File: src/rtl/dom_rand_pkg.sv
// Shared constants and types for the DOM fresh-randomness source.
package dom_rand_pkg;

    localparam int LFSR_W   = 32;
    localparam int TAP_A    = 31;
    localparam int TAP_B    = 21;
    localparam int TAP_C    = 1;
    localparam int TAP_D    = 0;
    localparam int HC_LIMIT = 40;
    localparam int HC_W     = 6;

    typedef enum logic [1:0] {
        ST_UNSEEDED = 2'd0,
        ST_WARMUP   = 2'd1,
        ST_RUN      = 2'd2
    } state_e;

endpackage

File: src/rtl/dom_lfsr_step.sv
// Combinational advance of the Fibonacci LFSR by RAND_W steps in one cycle.
module dom_lfsr_step
    import dom_rand_pkg::*;
#(
    parameter int RAND_W = 1
) (
    input  logic [LFSR_W-1:0] s_i,
    output logic [LFSR_W-1:0] s_next_o
);

    logic [LFSR_W-1:0] s_w;

    always_comb begin
        s_w = s_i;
        for (int i = 0; i < RAND_W; i++) begin
            s_w = {s_w[LFSR_W-2:0], s_w[TAP_A] ^ s_w[TAP_B] ^ s_w[TAP_C] ^ s_w[TAP_D]};
        end
        s_next_o = s_w;
    end

endmodule

File: src/rtl/dom_rand_source.sv
// Seeded LFSR randomness source feeding DOM-indep AND gadgets (port_r).
// Optional stuck-state health check: define DOM_RAND_HEALTH_CHECK_EN.
module dom_rand_source
    import dom_rand_pkg::*;
#(
    parameter int RAND_W        = 1,
    parameter int WARMUP_CYCLES = 64
) (
    input  logic              clk,
    input  logic              rst,
    input  logic [31:0]       seed_i,
    input  logic              seed_valid_i,
    output logic              seed_ready_o,
    output logic [RAND_W-1:0] rand_o,
    output logic              rand_valid_o,
    input  logic              rand_ready_i,
    output logic              busy_o,
    output logic              err_o
);

    // Counter only has to hold WARMUP_CYCLES-1.
    localparam int CNT_W = (WARMUP_CYCLES > 1) ? $clog2(WARMUP_CYCLES) : 1;
    localparam logic [CNT_W-1:0] CNT_INIT = CNT_W'(WARMUP_CYCLES - 1);

    state_e            state_q, state_d;
    logic [LFSR_W-1:0] lfsr_q, lfsr_d, lfsr_adv;
    logic [CNT_W-1:0]  cnt_q, cnt_d;
    logic              hc_err;
    logic              seed_acc, consume;

    dom_lfsr_step #(.RAND_W(RAND_W)) u_step (
        .s_i      (lfsr_q),
        .s_next_o (lfsr_adv)
    );

    assign rand_o       = lfsr_q[RAND_W-1:0];
    assign seed_ready_o = (state_q != ST_WARMUP);
    assign busy_o       = (state_q == ST_WARMUP);
    assign rand_valid_o = (state_q == ST_RUN) && !hc_err;
    assign err_o        = hc_err;
    assign seed_acc     = seed_valid_i && seed_ready_o && (seed_i != '0);
    assign consume      = rand_valid_o && rand_ready_i;

    // A reseed wins over a same-cycle consume: the word still goes out, but the seed replaces the advance.
    always_comb begin
        state_d = state_q;
        lfsr_d  = lfsr_q;
        cnt_d   = cnt_q;
        if (seed_acc) begin
            lfsr_d  = seed_i;
            cnt_d   = CNT_INIT;
            state_d = ST_WARMUP;
        end else begin
            case (state_q)
                ST_WARMUP: begin
                    lfsr_d = lfsr_adv;
                    if (cnt_q == '0) state_d = ST_RUN;
                    else             cnt_d   = cnt_q - 1'b1;
                end
                ST_RUN: if (consume) lfsr_d = lfsr_adv;
                default: ;
            endcase
        end
    end

    always_ff @(posedge clk) begin
        if (rst) begin
            state_q <= ST_UNSEEDED;
            lfsr_q  <= '0;
            cnt_q   <= '0;
        end else begin
            state_q <= state_d;
            lfsr_q  <= lfsr_d;
            cnt_q   <= cnt_d;
        end
    end

`ifdef DOM_RAND_HEALTH_CHECK_EN
    logic [RAND_W-1:0] prev_q, prev_d;
    logic              prev_vld_q, prev_vld_d;
    logic [HC_W-1:0]   hc_cnt_q, hc_cnt_d;
    logic              err_q, err_d;

    // A healthy maximal LFSR never repeats a word HC_LIMIT times in a row.
    always_comb begin
        prev_d     = prev_q;
        prev_vld_d = prev_vld_q;
        hc_cnt_d   = hc_cnt_q;
        err_d      = err_q;
        if (seed_acc) begin
            prev_vld_d = 1'b0;
            hc_cnt_d   = '0;
            err_d      = 1'b0;
        end else if (consume) begin
            prev_d     = rand_o;
            prev_vld_d = 1'b1;
            if (prev_vld_q && (rand_o == prev_q)) begin
                hc_cnt_d = hc_cnt_q + 1'b1;
                if (hc_cnt_q == HC_W'(HC_LIMIT - 1)) err_d = 1'b1;
            end else begin
                hc_cnt_d = '0;
            end
        end
    end

    always_ff @(posedge clk) begin
        if (rst) begin
            prev_q     <= '0;
            prev_vld_q <= 1'b0;
            hc_cnt_q   <= '0;
            err_q      <= 1'b0;
        end else begin
            prev_q     <= prev_d;
            prev_vld_q <= prev_vld_d;
            hc_cnt_q   <= hc_cnt_d;
            err_q      <= err_d;
        end
    end

    assign hc_err = err_q;
`else
    assign hc_err = 1'b0;
`endif

endmodule

File: config.mk
export PLATFORM = sky130hd
export DESIGN_NAME = dom_rand_source
export DESIGN_NICKNAME = d
export VERILOG_FILES = /design/src/rtl/dom_rand_pkg.sv /design/src/rtl/dom_lfsr_step.sv /design/src/rtl/dom_rand_source.sv
export SDC_FILE = /design/constraint.sdc
export NUM_CORES = 1
export LEC_CHECK = 0
export ABC_AREA = 0
export CAP_MARGIN = 20
export CORE_MARGIN = 1
export CORE_UTILIZATION = 53
export DETAILED_ROUTE_END_ITERATION = 12
export GPL_TIMING_DRIVEN = 0
export PLACE_DENSITY_LB_ADDON = 0.3
export SYNTH_ARGS = -nofsm -noshare
export SYNTH_HDL_FRONTEND = slang
export SYNTH_HIERARCHICAL = 1
export SYNTH_SLANG_ARGS = --single-unit
File: constraint.sdc
create_clock -name clk -period 1.7 [get_ports clk]
set_input_delay 0.34 -clock clk [delete_from_list [all_inputs] [get_ports clk]]
set_output_delay 0.34 -clock clk [all_outputs]
set_load 0.01 [all_outputs]
==> flow_metrics.tcl <==
set metrics [dict create \
    status "finished, violations left" \
    failed_checks "negative setup slack" \
    firstDrtPassIters 4 \
    vdd_drop_max_mv 0.725 \
    clk_latency_ns 0.29 \
    synth_nets 285 \
    yosys.area.top_type_share 0.335 \
    cp.arrival_ns 1.91 \
    place_hpwl_um 3730 \
    die_y_um 69.1 \
    cts.sinks 40 \
    wire_per_inst_um 17.5 \
    grtUsageTotal 0.243 \
    total_leakage_power_nw 1.31 \
    grtUsageMet2 0.403 \
    syn_area_mm2 0.00239 \
    r2r-start "cnt_q[0]" \
    antenna_cells 0 \
    r2r-end "cnt_q[1]" \
    yosys_warnings 6 \
    clk_path_buf_depth 2 \
    layout_min_cycle_time_ns 1.73 \
    areaGrowthSynthToFinish_pct 35.1 \
    seq_area_frac_synth 0.335 \
    cts_tree "yes" \
    hp-class "reg -> reg" \
    globalRouteMet1Util 0.307 \
    ioPinCount 41 \
    final_cell_mix "a211oi_1, buf_4, dfxtp_1" \
    max_freq_ghz 0.579 \
    cts_max_level 2 \
    critPathSlowestCell "nor4_1" \
    path_cells "dlygate4sd2_1 > nor4_1 > and4_1 > buf_6 > buf_4 > buf_4 > a211oi_1 > a211oi_1" \
    syn_inst 245 \
    tightestPinTransition_ns 0.540 \
    gp_congestion 0.834 \
    period_share 1.02 \
    crit_fanout 3 \
    crit_path_end_kind "flip-flop" \
    whs_ns 0.477 \
    cp_num_buf_inv 4 \
    vias 2111 \
    fin_nets 343 \
    grt_start_max_net_pins 13 \
    cts_hold_buf 0 \
    crit_type "in -> reg" \
    startpoint_type "primary input" \
    ys_ff_latch 40 \
    relSlewSlack 0.640 \
    fin_skew_ns 0.00780 \
    met3_usage 0.0482 \
    drc 0 \
    hold_viol 0 \
    busiest_layer "met2" \
    synth_cell_types 29 \
    root_buffer "clkbuf_8" \
    yosys.area.top_type "dfxtp_1" \
    yosys-top-cells-area "dfxtp_1, a211oi_1, mux2i_1, buf_4, buf_6" \
    grt_pass1_wl_um 9350 \
    drt_iter0_drc 145 \
    grt.overflow.total 0 \
    initial_core_util 0.549 \
    cts_buffers 5 \
    clkTransAtPathRegs_ns 0.08 \
    dieWidth_um 69.1 \
    slew_violations 0 \
    dieArea_mm2 0.00478 \
    min_path_cells 2 \
    setup_viol 1 \
    rsz0062_at_grt "true" \
    layout-drive-gt1-share 0.307 \
    regToRegSetupSlack_ns 0.03 \
    wl_um 6200 \
    port_buffers 38 \
    mostFrequentLayoutCell "a211oi_1" \
    pre_cts_ws_ns -0.497 \
    syn_avg_cell_area_um2 9.75 \
    coreArea_mm2 0.00435 \
    antenna_found_initial 0 \
    required_ns 1.89 \
    min_to "state_q[0]" \
    power_density_mw_per_mm2 866 \
    viasPerCell 5.95 \
    rows 24 \
    slowest_delay_ns 0.31 \
    worst_slack_ns -0.0284 \
    ant_nets 0 \
    grt_pass1_vias 2012 \
    final_util 0.741 \
    rr_worst_depth 6 \
    hp-start "state_q[0]" \
    maxCapViolCount 0 \
    critPathTopFamily "buffers and inverters" \
]
## cell type report
type / count / area (um2)
Fill cell: 301 / 1130
Inverter: 6 / 25.0
Tap cell: 52 / 65.1
Timing Repair Buffer: 51 / 505
Multi-Input combinational cell: 145 / 1250
Clock buffer: 5 / 68.8
Sequential cell: 40 / 802
Buffer: 54 / 450
Clock inverter: 2 / 60.1
## metrics by stage
step	cells	setup TNS (ns)	power [mW]	instance area [um2]
after floorplan	245	0	1.57	2390
after global placement	335	-17.87	1.75	2830
after detailed placement	335	-17.27	1.77	2830
after CTS	350	0	2.69	3090
after global routing	355	-0.382	2.92	3230
final	355	-0.0284	2.79	3230
## worst register-to-register path: stages (launching register included)
cell     delay [ns]
dfxtp_1        0.36
inv_1          0.09
ha_1           0.22
nor2b_1        0.20
a21oi_2        0.22
mux2_2         0.36
a21oi_1        0.14
## kinds of logic (layout without fill, tap and decap cells)
kind of cell / after synthesis / in the layout / share of synthesized area
AOI/OAI and AO/OA: 79 / 79 / 0.249
buffers and inverters: 60 / 118 / 0.177
DFF: 40 / 40 / 0.335
muxes: 34 / 34 / 0.143
and+or+nand+nor: 23 / 23 / 0.0587
adders and majority gates: 4 / 4 / 0.0210
xor gates and xnor gates: 4 / 4 / 0.0147
other: 1 / 1 / 0.00157
## where the power goes
group	total [mW]	internal, mW	switching, mW	leakage [nW]
clock network	0.918	0.578	0.340	0.0642
registers	1.10	1.04	0.0665	0.332
logic	0.773	0.431	0.343	0.909
## worst max-delay path by stage
stage	endpoint	slack, ns	start	cells after the start
after floorplan	lfsr_q[25]	0.11	state_q[0]	6
after global placement	cnt_q[4]	-0.51	seed_i[27]	8
after detailed placement	cnt_q[2]	-0.50	seed_i[27]	8
after CTS	lfsr_q[18]	0.002	state_q[0]	6
after global routing	lfsr_q[29]	-0.08	seed_i[12]	8
final	lfsr_q[29]	-0.03	seed_i[9]	8
## sequential cells by signal, summed over array words and instances (netlist names)
signal	cells
state_q	2
lfsr_q	32
cnt_q	6
## per-layer routing
metal  routed length (um)  vias up
met1                 2660     1021
met4                  165        0
li1                     -     1015
met2                 3170       57
met5                    0        -
met3                  200       18
## timing repair
item                       in CTS  in global routing
resized for setup              53                 20
buffers inserted                7                  4
setup endpoints to repair      43                 37
pin swaps                      11                  4
cloned                          1                  1
## synth_stat cells (all sizes together)
library cell / instances
a211oi: 66
a21o: 1
a21oi: 9
a31oi: 2
and4: 2
buf: 47
clkbuf: 7
conb: 1
dfxtp: 40
ha: 4
inv: 6
mux2: 1
mux2i: 33
nand2: 5
nand3: 1
nand3b: 2
nor2: 1
nor2b: 1
nor3: 1
nor4: 8
nor4b: 1
o31ai: 1
or4b: 1
xnor2: 3
xor2: 1
Power figures use the tool's default switching activity.
